[src/rtl/mem_access_unit_if.sv]
// Pipeline request/response and data-bus signals of the load/store unit.
// The unit takes the slave view; the pipeline plus bus environment takes the master view.
interface mem_access_unit_if #(
  parameter int DATA_W = 32,
  parameter int ADDR_W = 32
);
  logic                  req_valid;
  logic                  req_ready;
  logic                  req_we;
  logic [1:0]            req_size;
  logic                  req_signed;
  logic [ADDR_W-1:0]     req_addr;
  logic [DATA_W-1:0]     req_wdata;
  logic                  resp_valid;
  logic [DATA_W-1:0]     resp_rdata;
  logic [1:0]            resp_exc;
  logic                  bus_req;
  logic                  bus_we;
  logic [ADDR_W-1:0]     bus_addr;
  logic [DATA_W/8-1:0]   bus_be;
  logic [DATA_W-1:0]     bus_wdata;
  logic                  bus_ack;
  logic [DATA_W-1:0]     bus_rdata;

  modport slave (
    input  req_valid, req_we, req_size, req_signed, req_addr, req_wdata, bus_ack, bus_rdata,
    output req_ready, resp_valid, resp_rdata, resp_exc,
           bus_req, bus_we, bus_addr, bus_be, bus_wdata
  );

  modport master (
    output req_valid, req_we, req_size, req_signed, req_addr, req_wdata, bus_ack, bus_rdata,
    input  req_ready, resp_valid, resp_rdata, resp_exc,
           bus_req, bus_we, bus_addr, bus_be, bus_wdata
  );
endinterface

[src/rtl/mem_access_unit.sv]
// Multi-cycle load/store unit: alignment/size checks, byte-lane steering, req/ack bus
// handshake with optional timeout, and load extension returned as a one-cycle response.
module mem_access_unit #(
  parameter int DATA_W  = 32,
  parameter int ADDR_W  = 32,
  parameter int TIMEOUT = 255
) (
  input logic              clk,
  input logic              reset,
  mem_access_unit_if.slave io
);
  localparam int BE_W  = DATA_W / 8;
  localparam int OFF_W = $clog2(BE_W);
  localparam int CNT_W = (TIMEOUT > 0) ? $clog2(TIMEOUT + 1) : 1;
  localparam logic [CNT_W-1:0] CNT_LAST = (TIMEOUT > 0) ? CNT_W'(TIMEOUT - 1) : '0;

  localparam logic [1:0] S_IDLE = 2'd0;
  localparam logic [1:0] S_BUS  = 2'd1;
  localparam logic [1:0] S_RESP = 2'd2;

  localparam logic [1:0] EXC_NONE     = 2'd0;
  localparam logic [1:0] EXC_MISALIGN = 2'd1;
  localparam logic [1:0] EXC_TIMEOUT  = 2'd2;
  localparam logic [1:0] EXC_SIZE     = 2'd3;

  logic [1:0]        state_q, state_d;
  logic              we_q, we_d;
  logic              sgn_q, sgn_d;
  logic [1:0]        size_q, size_d;
  logic [ADDR_W-1:0] addr_q, addr_d;
  logic [DATA_W-1:0] wdata_q, wdata_d;
  logic [CNT_W-1:0]  cnt_q, cnt_d;
  logic [1:0]        exc_q, exc_d;
  logic [DATA_W-1:0] rdata_q, rdata_d;

  logic              in_bus, misalign, bad_size, sign_bit;
  logic [OFF_W-1:0]  off;
  logic [7:0]        mask8;
  logic [DATA_W-1:0] shifted, keep, ext;

  assign in_bus   = (state_q == S_BUS);
  assign off      = addr_q[OFF_W-1:0];
  assign bad_size = (io.req_size == 2'd3) && (DATA_W == 32);

  always_comb begin
    case (io.req_size)
      2'd0:    misalign = 1'b0;
      2'd1:    misalign = io.req_addr[0];
      2'd2:    misalign = |io.req_addr[1:0];
      default: misalign = |io.req_addr[2:0];
    endcase
  end

  always_comb begin
    case (size_q)
      2'd0:    mask8 = 8'h01;
      2'd1:    mask8 = 8'h03;
      2'd2:    mask8 = 8'h0F;
      default: mask8 = 8'hFF;
    endcase
  end

  // Extension works on the lane-shifted word; a dword keeps all bits and never sign-extends.
  always_comb begin
    shifted  = io.bus_rdata >> {off, 3'b000};
    keep     = '1;
    sign_bit = 1'b0;
    case (size_q)
      2'd0:    begin keep = DATA_W'(8'hFF);         sign_bit = shifted[7];  end
      2'd1:    begin keep = DATA_W'(16'hFFFF);      sign_bit = shifted[15]; end
      2'd2:    begin keep = DATA_W'(32'hFFFF_FFFF); sign_bit = shifted[31]; end
      default: ;
    endcase
    ext = (shifted & keep) | ((sgn_q && sign_bit) ? ~keep : '0);
  end

  always_comb begin
    state_d = state_q;
    we_d    = we_q;
    sgn_d   = sgn_q;
    size_d  = size_q;
    addr_d  = addr_q;
    wdata_d = wdata_q;
    cnt_d   = cnt_q;
    exc_d   = exc_q;
    rdata_d = rdata_q;
    case (state_q)
      S_IDLE: begin
        if (io.req_valid) begin
          we_d    = io.req_we;
          sgn_d   = io.req_signed;
          size_d  = io.req_size;
          addr_d  = io.req_addr;
          wdata_d = io.req_wdata;
          cnt_d   = '0;
          if (bad_size) begin
            state_d = S_RESP;
            exc_d   = EXC_SIZE;
            rdata_d = '0;
          end else if (misalign) begin
            state_d = S_RESP;
            exc_d   = EXC_MISALIGN;
            rdata_d = '0;
          end else begin
            state_d = S_BUS;
          end
        end
      end
      S_BUS: begin
        // An ack arriving in the last allowed cycle takes priority over the timeout.
        if (io.bus_ack) begin
          state_d = S_RESP;
          exc_d   = EXC_NONE;
          rdata_d = we_q ? '0 : ext;
        end else if ((TIMEOUT != 0) && (cnt_q == CNT_LAST)) begin
          state_d = S_RESP;
          exc_d   = EXC_TIMEOUT;
          rdata_d = '0;
        end else if (TIMEOUT != 0) begin
          cnt_d = cnt_q + CNT_W'(1);
        end
      end
      default: state_d = S_IDLE;
    endcase
  end

  always_ff @(posedge clk or posedge reset) begin
    if (reset) begin
      state_q <= S_IDLE;
      we_q    <= 1'b0;
      sgn_q   <= 1'b0;
      size_q  <= 2'd0;
      addr_q  <= '0;
      wdata_q <= '0;
      cnt_q   <= '0;
      exc_q   <= EXC_NONE;
      rdata_q <= '0;
    end else begin
      state_q <= state_d;
      we_q    <= we_d;
      sgn_q   <= sgn_d;
      size_q  <= size_d;
      addr_q  <= addr_d;
      wdata_q <= wdata_d;
      cnt_q   <= cnt_d;
      exc_q   <= exc_d;
      rdata_q <= rdata_d;
    end
  end

  // Bus outputs are gated by state so a reset mid-access clears them without a clock edge.
  assign io.req_ready  = (state_q == S_IDLE);
  assign io.resp_valid = (state_q == S_RESP);
  assign io.resp_rdata = rdata_q;
  assign io.resp_exc   = exc_q;
  assign io.bus_req    = in_bus;
  assign io.bus_we     = in_bus & we_q;
  assign io.bus_addr   = in_bus ? {addr_q[ADDR_W-1:OFF_W], {OFF_W{1'b0}}} : '0;
  assign io.bus_be     = in_bus ? (BE_W'(mask8) << off) : '0;
  assign io.bus_wdata  = in_bus ? (wdata_q << {off, 3'b000}) : '0;
endmodule

[src/flat_wrapper.sv]
// flat-port wrapper written by rule: the top's interface ports become plain ports
module mem_access_unit_flat 
#(
  parameter int DATA_W  = 32,
  parameter int ADDR_W  = 32,
  parameter int TIMEOUT = 255
)
  (clk, reset, io_req_valid, io_req_we, io_req_size, io_req_signed, io_req_addr, io_req_wdata, io_bus_ack, io_bus_rdata, io_req_ready, io_resp_valid, io_resp_rdata, io_resp_exc, io_bus_req, io_bus_we, io_bus_addr, io_bus_be, io_bus_wdata);
  mem_access_unit_if #(.DATA_W(DATA_W), .ADDR_W(ADDR_W)) io_i ();
  input logic clk;
  input logic reset;
  input wire logic [$bits(io_i.req_valid)-1:0] io_req_valid;
  input wire logic [$bits(io_i.req_we)-1:0] io_req_we;
  input wire logic [$bits(io_i.req_size)-1:0] io_req_size;
  input wire logic [$bits(io_i.req_signed)-1:0] io_req_signed;
  input wire logic [$bits(io_i.req_addr)-1:0] io_req_addr;
  input wire logic [$bits(io_i.req_wdata)-1:0] io_req_wdata;
  input wire logic [$bits(io_i.bus_ack)-1:0] io_bus_ack;
  input wire logic [$bits(io_i.bus_rdata)-1:0] io_bus_rdata;
  output wire logic [$bits(io_i.req_ready)-1:0] io_req_ready;
  output wire logic [$bits(io_i.resp_valid)-1:0] io_resp_valid;
  output wire logic [$bits(io_i.resp_rdata)-1:0] io_resp_rdata;
  output wire logic [$bits(io_i.resp_exc)-1:0] io_resp_exc;
  output wire logic [$bits(io_i.bus_req)-1:0] io_bus_req;
  output wire logic [$bits(io_i.bus_we)-1:0] io_bus_we;
  output wire logic [$bits(io_i.bus_addr)-1:0] io_bus_addr;
  output wire logic [$bits(io_i.bus_be)-1:0] io_bus_be;
  output wire logic [$bits(io_i.bus_wdata)-1:0] io_bus_wdata;
  assign io_i.req_valid = io_req_valid;
  assign io_i.req_we = io_req_we;
  assign io_i.req_size = io_req_size;
  assign io_i.req_signed = io_req_signed;
  assign io_i.req_addr = io_req_addr;
  assign io_i.req_wdata = io_req_wdata;
  assign io_i.bus_ack = io_bus_ack;
  assign io_i.bus_rdata = io_bus_rdata;
  assign io_req_ready = io_i.req_ready;
  assign io_resp_valid = io_i.resp_valid;
  assign io_resp_rdata = io_i.resp_rdata;
  assign io_resp_exc = io_i.resp_exc;
  assign io_bus_req = io_i.bus_req;
  assign io_bus_we = io_i.bus_we;
  assign io_bus_addr = io_i.bus_addr;
  assign io_bus_be = io_i.bus_be;
  assign io_bus_wdata = io_i.bus_wdata;
  mem_access_unit #(.DATA_W(DATA_W), .ADDR_W(ADDR_W), .TIMEOUT(TIMEOUT)) u_core (.clk(clk), .reset(reset), .io(io_i));
endmodule
[config.mk]
export PLATFORM = sky130hd
export DESIGN_NAME = mem_access_unit_flat
export DESIGN_NICKNAME = d
export VERILOG_FILES = /design/src/rtl/mem_access_unit_if.sv /design/src/rtl/mem_access_unit.sv /design/src/flat_wrapper.sv
export SDC_FILE = /design/constraint.sdc
export NUM_CORES = 1
export LEC_CHECK = 0
export ABC_CLOCK_PERIOD_IN_PS = 9250
export CORE_UTILIZATION = 49
export CTS_CLUSTER_DIAMETER = 50
export CTS_CLUSTER_SIZE = 25
export DETAILED_ROUTE_END_ITERATION = 16
export GPL_TIMING_DRIVEN = 0
export HOLD_SLACK_MARGIN = 0.1
export PLACE_DENSITY = 0.87
export SYNTH_ARGS = -nofsm -noshare
export SYNTH_HDL_FRONTEND = slang
export SYNTH_SLANG_ARGS = --single-unit
[constraint.sdc]
create_clock -name clk -period 9.25 [get_ports clk]
set_clock_uncertainty 0.1 [all_clocks]
set_input_delay 1.3875 -clock clk [delete_from_list [all_inputs] [get_ports clk]]
set_output_delay 1.3875 -clock clk [all_outputs]
set_load 0.01 [all_outputs]
# Word-level counts from Yosys, hierarchy flattened
# Cells that the tools add are included.
[totals]
elab_cells = 71
register_bits = 112
output_inout_bits = 106
[op_classes]
bitwise_logic = 4
n_shift = 3
mux = 30
reduce_logical = 11
n_eq_ne = 13
addsub = 1
[op_table]
columns = ["operator", "count"]
rows = [
  ["$mux W32", 9],
  ["$pmux W32 S2", 2],
  ["$and A32 B32 Y32", 1],
  ["$not A32 Y32", 1],
  ["$or A32 B32 Y32", 1],
  ["$shl A32 B5 Y32", 1],
  ["$shr A32 B5 Y32", 1],
  ["$mux W8", 3],
  ["$mux W2", 9],
  ["$pmux W8 S2", 1],
  ["$pmux W4 S3", 1],
  ["$add A8 B1 Y8 const B", 1],
  ["$eq A2 B2 Y1 const B", 4],
  ["$eq A8 B8 Y1 const B", 1],
  ["$pmux W2 S2", 2],
  ["$reduce_and A4 Y1", 2],
  ["$eq A2 B1 Y1 const B", 3],
  ["$logic_not A2 Y1", 3],
  ["$ne A2 B2 Y1 const B", 3],
  ["$pmux W1 S3", 2],
  ["$mux W4", 1],
  ["$reduce_and A2 Y1", 2],
  ["$shl A4 B2 Y4", 1],
  ["$ne A3 B1 Y1 const B", 1],
  ["6 further kinds", 6],
]

# Logic depth before layout (Yosys ltp)
# Gate-level depths: netlist of the first run.
[logic_depth]
word_depth = 8
ltp_mapped = 7

# Worst setup path before layout of the first run
# OpenSTA, ideal clock, no wires.
[synth_path]
path_type = "flip-flop to output port"
startpoint = "register u_core.addr_q[0]"
endpoint = "output port io_bus_wdata[28]"
slack_ns = 6.290
stages_incl_launch_ff = 6
arrival_ns = 1.472
required_time_ns = 7.763
cell_sequence = "dfrtp_1 > buf_2 > buf_2 > clkbuf_1 > a211oi_1 > a211oi_1"
[synth_via]
elab_chain_cells = 2
[synth_lines]
columns = ["item", "line", "rtl"]
rows = [
  ["start, declared", "mem_access_unit.sv:30", "logic [ADDR_W-1:0] addr_q, addr_d;"],
  ["start signal, assigned", "mem_access_unit.sv:143", "addr_q <= addr_d;"],
  ["$shl A32 B5 Y32", "mem_access_unit.sv:160", "assign io.bus_wdata = in_bus ? (wdata_q << {off, 3'b000}) : '0;"],
  ["$mux W32", "mem_access_unit.sv:160", ""],
  ["end, declared", "flat_wrapper.sv:28", "output wire logic [$bits(io_i.bus_wdata)-1:0] io_bus_wdata;"],
]
# No other way between the ends.

# Worst setup path after layout of the first run
[layout_path]
startpoint = "register u_core.addr_q[0]"
endpoint = "output port io_bus_wdata[27]"
# Same word-level chain as after synthesis.

==> results.json, run 1 <==
{
  "routed_wirelength_um": 18500,
  "yosys_warnings": 0,
  "io_buffers": 207,
  "synth_seq_cells": 112,
  "max-cap-violations": 0,
  "cp-start-kind": "flip-flop",
  "report.final.hold_viol_count": 0,
  "layout_min_cycle_time_ns": 4.22,
  "worstPathArrival_ns": 2.73,
  "slew-limit-headroom": 0.580,
  "initial_utilization": 0.502,
  "grt_busiest_layer": "met2",
  "synthDistinctLibCells": 49,
  "syn-cell-area_sq_um": 5730,
  "hpwlAfterDp_um": 13800,
  "cts_buffers": 9,
  "synth_fa_ha_area_frac": 0.00437,
  "worstHoldPathCells": 2,
  "critical_path_class": "reg2out",
  "synth.yosys.seq_area_share": 0.489,
  "die_w_um": 110,
  "drt_iter0_markers": 425,
  "power.static_leakage_nw": 3.80,
  "gp_routability_congestion": 0.940,
  "min_path_type": "reg2reg",
  "top_level_ports": 210,
  "drcViolationCount": 0,
  "synth_mux_area_frac": 0.0832,
  "met3_global_route_usage": 0.0553,
  "grtUsageMet2": 0.514,
  "via_count": 5800,
  "globalRouteTotalUtil": 0.308,
  "cts_hold_repair.buffers": 0,
  "synth-compound-area-share": 0.127,
  "numPlacedInstances": 995,
  "detail_route.wl_per_cell_um": 18.3,
  "final_cell_mix": "nand2_1, clkdlybuf4s50_1, dfrtp_1, nor2_1, mux2i_1",
  "layout-drive-gt1-share": 0.0680,
  "path_clk_slew_ns": 0.08,
  "clock-sinks": 112,
  "clock_path_buffers": 2,
  "die_height_um": 110,
  "filler_cell_count": 869,
  "setup-tns-final_ns": 0,
  "total_of_endpoints_with_negative_setup_slack_in_the_final_report": 0,
  "worst_skew_pair_later_pin_latency_ns": 0.36,
  "tightest_slew_ns": 0.630,
  "p_total_mw": 2.50,
  "post_synth_xor_area_fraction": 0.00459,
  "cts_resized": 0,
  "cts_root_buf": "clkbuf_16",
  "most_common_cell_after_layout_fill_and_taps_aside": "nand2_1",
  "synthFlopType": "dfrtp_1",
  "design.final.nets": 969,
  "worstPathMaxFanout": 10,
  "post_synth_and_or_nand_nor_area_fraction": 0.251,
  "dr.pass1.iters": 5,
  "layout.core_utilization": 0.728,
  "grt_start_max_net_pins": 66,
  "syn_to_final_growth_pct": 45.0,
  "route.antenna.remaining_nets": 0,
  "ys_async_sr_fraction": 1.00,
  "tritoncts": "built",
  "floorplan.core_area_sq_um": 11400,
  "p_per_area_nw_per_um2": 301,
  "final.period_utilization": 0.456,
  "fin_hold_ws_ns": 0.371,
  "antenna-diode-count": 0,
  "grt_antenna_before_repair": 0,
  "count_of_non_filler_cells_in_the_finished_layout": 1011,
  "first_global_vias": 5633,
  "maxClockFrequency_ghz": 0.237,
  "avgViaCountPerCell": 5.74,
  "cp.required_ns": 7.76,
  "report.final.slew_viol_count": 0,
  "die_area_sq_um": 12100,
  "post_cts_setup_bufs": 0,
  "rows": 39,
  "run_status": "completed",
  "unrepaired_setup_endpoints_after_global_routing": "false",
  "synth_area_per_cell_sq_um": 8.91,
  "rr_worst_depth": 7,
  "main_combinational_cell_family_by_area_after_synthesis": "simple AND/OR/NAND/NOR gates",
  "post_synth_inst_count": 643,
  "synth_enable_flop_cells": 0,
  "clock_tree.htree_level_count": 3,
  "remaining_overflow_grt": 0,
  "ir_drop_uv": 160,
  "grt.met1_usage": 0.388,
  "critPathCaptureType": "primary output",
  "first_pass_grt_wire_length_um": 28300
}
cell type report:
type | instances | area, sq um | area share
plain buffers | 46 | 206 | 0.0248
well taps | 143 | 179 | 0.0215
clock inverters | 7 | 70.1 | 0.00843
multi-input cells | 479 | 2700 | 0.325
repair buffers | 208 | 2100 | 0.253
clock buffers | 9 | 225 | 0.0271
inverters | 7 | 28.8 | 0.00346
flip-flops and latches | 112 | 2800 | 0.337
state kept, by name, summed over array words and instances, names as in the netlist:
register              count
u_core.state_q            2
u_core.addr_q            32
u_core.wdata_q           32
u_core.size_q             2
u_core.sgn_q              1
u_core.io.resp_exc        2
u_core.io.resp_rdata     32
u_core.we_q               1
u_core.cnt_q              8
Yosys cell counts, drive strengths merged, types with 2 or more instances:
cell,n,area share
nand2,215,0.14
dfrtp,112,0.49
nor2,43,0.028
mux2i,33,0.058
and2,32,0.035
a21oi,26,0.023
clkbuf,26,0.017
buf,20,0.019
a211oi,16,0.021
a221o,15,0.026
nor2b,12,0.013
mux2,11,0.022
o21ai,11,0.010
a22o,9,0.014
and3,8,0.0087
inv,7,0.0046
o2bb2ai,7,0.011
nand3,5,0.0052
nand2b,4,0.0057
nor3,4,0.0044
o311ai,3,0.0059
o41ai,3,0.0046
ha,2,0.0044
nand4,2,0.0022
o31ai,2,0.0026
xnor2,2,0.0031
where the power goes:
part / internal [mW] / leakage [nW] / switching [mW] / total [mW]
combinational: 0.572 / 2.21 / 0.677 / 1.25
clock: 0.192 / 0.143 / 0.198 / 0.390
sequential: 0.694 / 1.44 / 0.166 / 0.860
total: 1.46 / 3.80 / 1.04 / 2.50
layer usage:
layer,vias to the layer above,wire [um]
met5,-,0
met4,0,564
met3,51,1600
met2,341,8900
met1,2805,7430
li1,2603,-
stage by stage:
step	area, sq um	setup slack [ns]
floorplan	5730	4.80
global placement	7980	3.33
detailed placement	8010	5.47
CTS	8310	5.08
global route	8310	4.93
finish	8310	5.03
logic make-up (layout without fill, tap and decap cells):
kind of cell	Yosys count	in the layout
other	1	2
AO/OA/AOI/OAI	98	98
flip-flops	112	112
multiplexers	45	45
adder cells (fa/ha/maj)	2	2
buffers and inverters	53	277
AND/OR/NAND/NOR	329	329
XOR/XNOR	3	3
final timing paths:
| kind | from | end | slack, ns |
|---|---|---|---|
| max in group asynchronous | reset | u_core.state_q[0] | 6.93 |
| max reg2reg | u_core.cnt_q[0] | u_core.io.resp_rdata[16] | 7.13 |
| max | u_core.addr_q[0] | io_bus_wdata[27] | 5.03 |
| min in group asynchronous | reset | u_core.addr_q[20] | 1.38 |
| min | u_core.addr_q[3] | u_core.addr_q[3] | 0.37 |
| min reg2reg | u_core.addr_q[3] | u_core.addr_q[3] | 0.37 |
critical path: stages (launching register included):
cell	delay, ns
dfrtp_1	0.36
buf_2	0.23
buf_2	0.30
clkbuf_1	0.42
a211oi_1	0.11
a211oi_1	0.35
clkdlybuf4s50_1	0.61
Power figures use the tool's default switching activity.
==> run 2, diff against run 1 <==
--- a/config.mk
+++ b/config.mk
@@ -5,14 +5,14 @@
 export SDC_FILE = /design/constraint.sdc
 export NUM_CORES = 1
 export LEC_CHECK = 0
-export ABC_CLOCK_PERIOD_IN_PS = 9250
-export CORE_UTILIZATION = 49
+export ABC_CLOCK_PERIOD_IN_PS = 4300
+export CORE_UTILIZATION = 45
 export CTS_CLUSTER_DIAMETER = 50
 export CTS_CLUSTER_SIZE = 25
 export DETAILED_ROUTE_END_ITERATION = 16
 export GPL_TIMING_DRIVEN = 0
 export HOLD_SLACK_MARGIN = 0.1
-export PLACE_DENSITY = 0.87
+export PLACE_DENSITY = 0.81
 export SYNTH_ARGS = -nofsm -noshare
 export SYNTH_HDL_FRONTEND = slang
 export SYNTH_SLANG_ARGS = --single-unit
==> constraint.sdc (replaced) <==
create_clock -name clk -period 4.3 [get_ports clk]
set_clock_uncertainty 0.1 [all_clocks]
set_input_delay 0.645 -clock clk [delete_from_list [all_inputs] [get_ports clk]]
set_output_delay 0.645 -clock clk [all_outputs]
set_load 0.01 [all_outputs]
==> run 2 against run 1 <==
  * First-iteration DRC count rose by 31%
  * Sequential power rose by 110%
  * Sequential share of layout area fell by 0.41 points
  * Largest power group unchanged
  * Flip-flop and latch count did not move
  * Global-route usage fell by 1.5 points
==> results.json, run 2 (synthesized netlist as in run 1, its figures left out) <==
{
  "run_status": "completed",
  "cts_hold_repair.buffers": 0,
  "grt_start_max_net_pins": 73,
  "first_global_vias": 5797,
  "crit_start": "u_core.addr_q[0]",
  "critPathCaptureType": "primary output",
  "syn_to_final_growth_pct": 46.8,
  "cp-start-kind": "flip-flop",
  "rr_worst_depth": 6,
  "cts_resized": 0,
  "unrepaired_setup_endpoints_after_global_routing": "false",
  "critical-path-max-stage-delay_ns": 0.60,
  "clock_path_buffers": 2,
  "total_of_endpoints_with_negative_setup_slack_in_the_final_report": 0,
  "globalRouteTotalUtil": 0.293,
  "layout_min_cycle_time_ns": 3.50,
  "grt_antenna_before_repair": 0,
  "drt_iter0_markers": 555,
  "initial_utilization": 0.469,
  "floorplan.core_area_sq_um": 12200,
  "postLayoutCellArea_sq_um": 8410,
  "design.final.nets": 969,
  "worstPathArrival_ns": 2.76,
  "dr.pass1.iters": 5,
  "cts_root_buf": "clkbuf_16",
  "power.static_leakage_nw": 3.83,
  "rows": 40,
  "critical_path.n_buffers_inverters": 4,
  "critical_path_class": "reg2out",
  "antenna-diode-count": 0,
  "cpLargestDelayFamily": "buffers and inverters",
  "p_per_area_nw_per_um2": 663,
  "cp.required_ns": 3.56,
  "worstPathMaxFanout": 10,
  "regToRegStartpoint": "u_core.state_q[1]",
  "worstReg2RegEnd": "u_core.io.resp_rdata[23]",
  "hpwlAfterDp_um": 14100,
  "worst-r2r-setup-slack_ns": 2.21,
  "worst_skew_pair_later_pin_latency_ns": 0.36,
  "top_level_ports": 210,
  "die_area_sq_um": 13200,
  "report.final.slew_viol_count": 0,
  "most_common_cell_after_layout_fill_and_taps_aside": "nand2_1",
  "clock_tree.htree_level_count": 3,
  "placedInstanceArea_sq_um": 8050,
  "die_w_um": 115,
  "first_pass_grt_wire_length_um": 29400,
  "drcViolationCount": 0,
  "final.period_utilization": 0.814,
  "tritoncts": "built",
  "clock-sinks": 112,
  "setup.worst_path.end": "io_bus_wdata[26]",
  "gp_routability_congestion": 0.933,
  "avgViaCountPerCell": 5.49,
  "post_cts_setup_bufs": 0,
  "cts_buffers": 9,
  "remaining_overflow_grt": 0,
  "slew-limit-headroom": 0.537,
  "detail_route.wl_per_cell_um": 18.3,
  "final_cell_mix": "nand2_1, clkdlybuf4s50_1, dfrtp_1, nor2_1, mux2i_1",
  "routed_wirelength_um": 18900,
  "critical_path.slowest_cell": "clkdlybuf4s50_1",
  "layout.core_utilization": 0.689,
  "setup-tns-final_ns": 0,
  "path_clk_slew_ns": 0.07,
  "route.antenna.remaining_nets": 0,
  "via_count": 5684,
  "io_buffers": 207,
  "ir_drop_uv": 375,
  "min_path_type": "reg2reg",
  "layout-drive-gt1-share": 0.0668,
  "die_height_um": 115,
  "tightest_slew_ns": 0.693,
  "cp.depth": 6,
  "report.final.hold_viol_count": 0,
  "max-cap-violations": 0,
  "crit_path_cell_trace": "buf_2 -> buf_2 -> clkbuf_1 -> a211oi_1 -> a211oi_1 -> clkdlybuf4s50_1",
  "maxClockFrequency_ghz": 0.286
}
[run 2: worst min-delay path by stage]
stage / startpoint / to / slack, ns / cells after the start
5_1_grt: u_core.addr_q[7] / u_core.addr_q[7] / 0.40 / 2
2_1_floorplan: u_core.addr_q[10] / u_core.addr_q[10] / 0.34 / 2
6_report: u_core.addr_q[5] / u_core.addr_q[5] / 0.37 / 2
3_5_place_dp: u_core.addr_q[5] / u_core.addr_q[5] / 0.35 / 2
3_3_place_gp: u_core.addr_q[7] / u_core.addr_q[7] / 0.35 / 2
4_1_cts: u_core.addr_q[5] / u_core.addr_q[5] / 0.37 / 2
[run 2: cell type report]
type / instances / area, sq um
Fill cell: 989 / 3800
Sequential cell: 112 / 2800
Multi-Input combinational cell: 479 / 2700
Timing Repair Buffer: 208 / 2100
Clock buffer: 10 / 229
Tap cell: 168 / 210
Buffer: 46 / 206
Clock inverter: 6 / 138
Inverter: 7 / 28.8
[run 2: power breakdown]
part | internal, mW | leakage, nW | switching [mW]
registers | 1.49 | 1.44 | 0.348
clock network | 0.633 | 0.178 | 0.399
logic | 1.23 | 2.21 | 1.47
total | 3.36 | 3.83 | 2.22
[run 2: per-layer routing]
metal | vias up | part of all wire | global-route usage
met5 | - | 0 | 0
met2 | 295 | 0.48 | 0.484
met3 | 50 | 0.079 | 0.0717
met1 | 2735 | 0.40 | 0.365
met4 | 0 | 0.036 | 0.130
li1 | 2604 | - | -
[run 2: worst min-delay path, stage by stage, from the launching register on]
cell	delay, ns
dfrtp_1	0.34
nand2_1	0.05
nand2_1	0.05
[run 2: stage by stage]
stage          setup slack [ns]  power [mW]  hold slack (ns)  cells
2_1_floorplan             0.596        3.30            0.337    644
3_3_place_gp             -0.923        4.43            0.351   1019
3_5_place_dp               1.19        4.52            0.355   1020
4_1_cts                   0.799        5.57            0.373   1036
5_1_grt                   0.697        5.90            0.397   1036
6_report                  0.799        5.58            0.370   1036
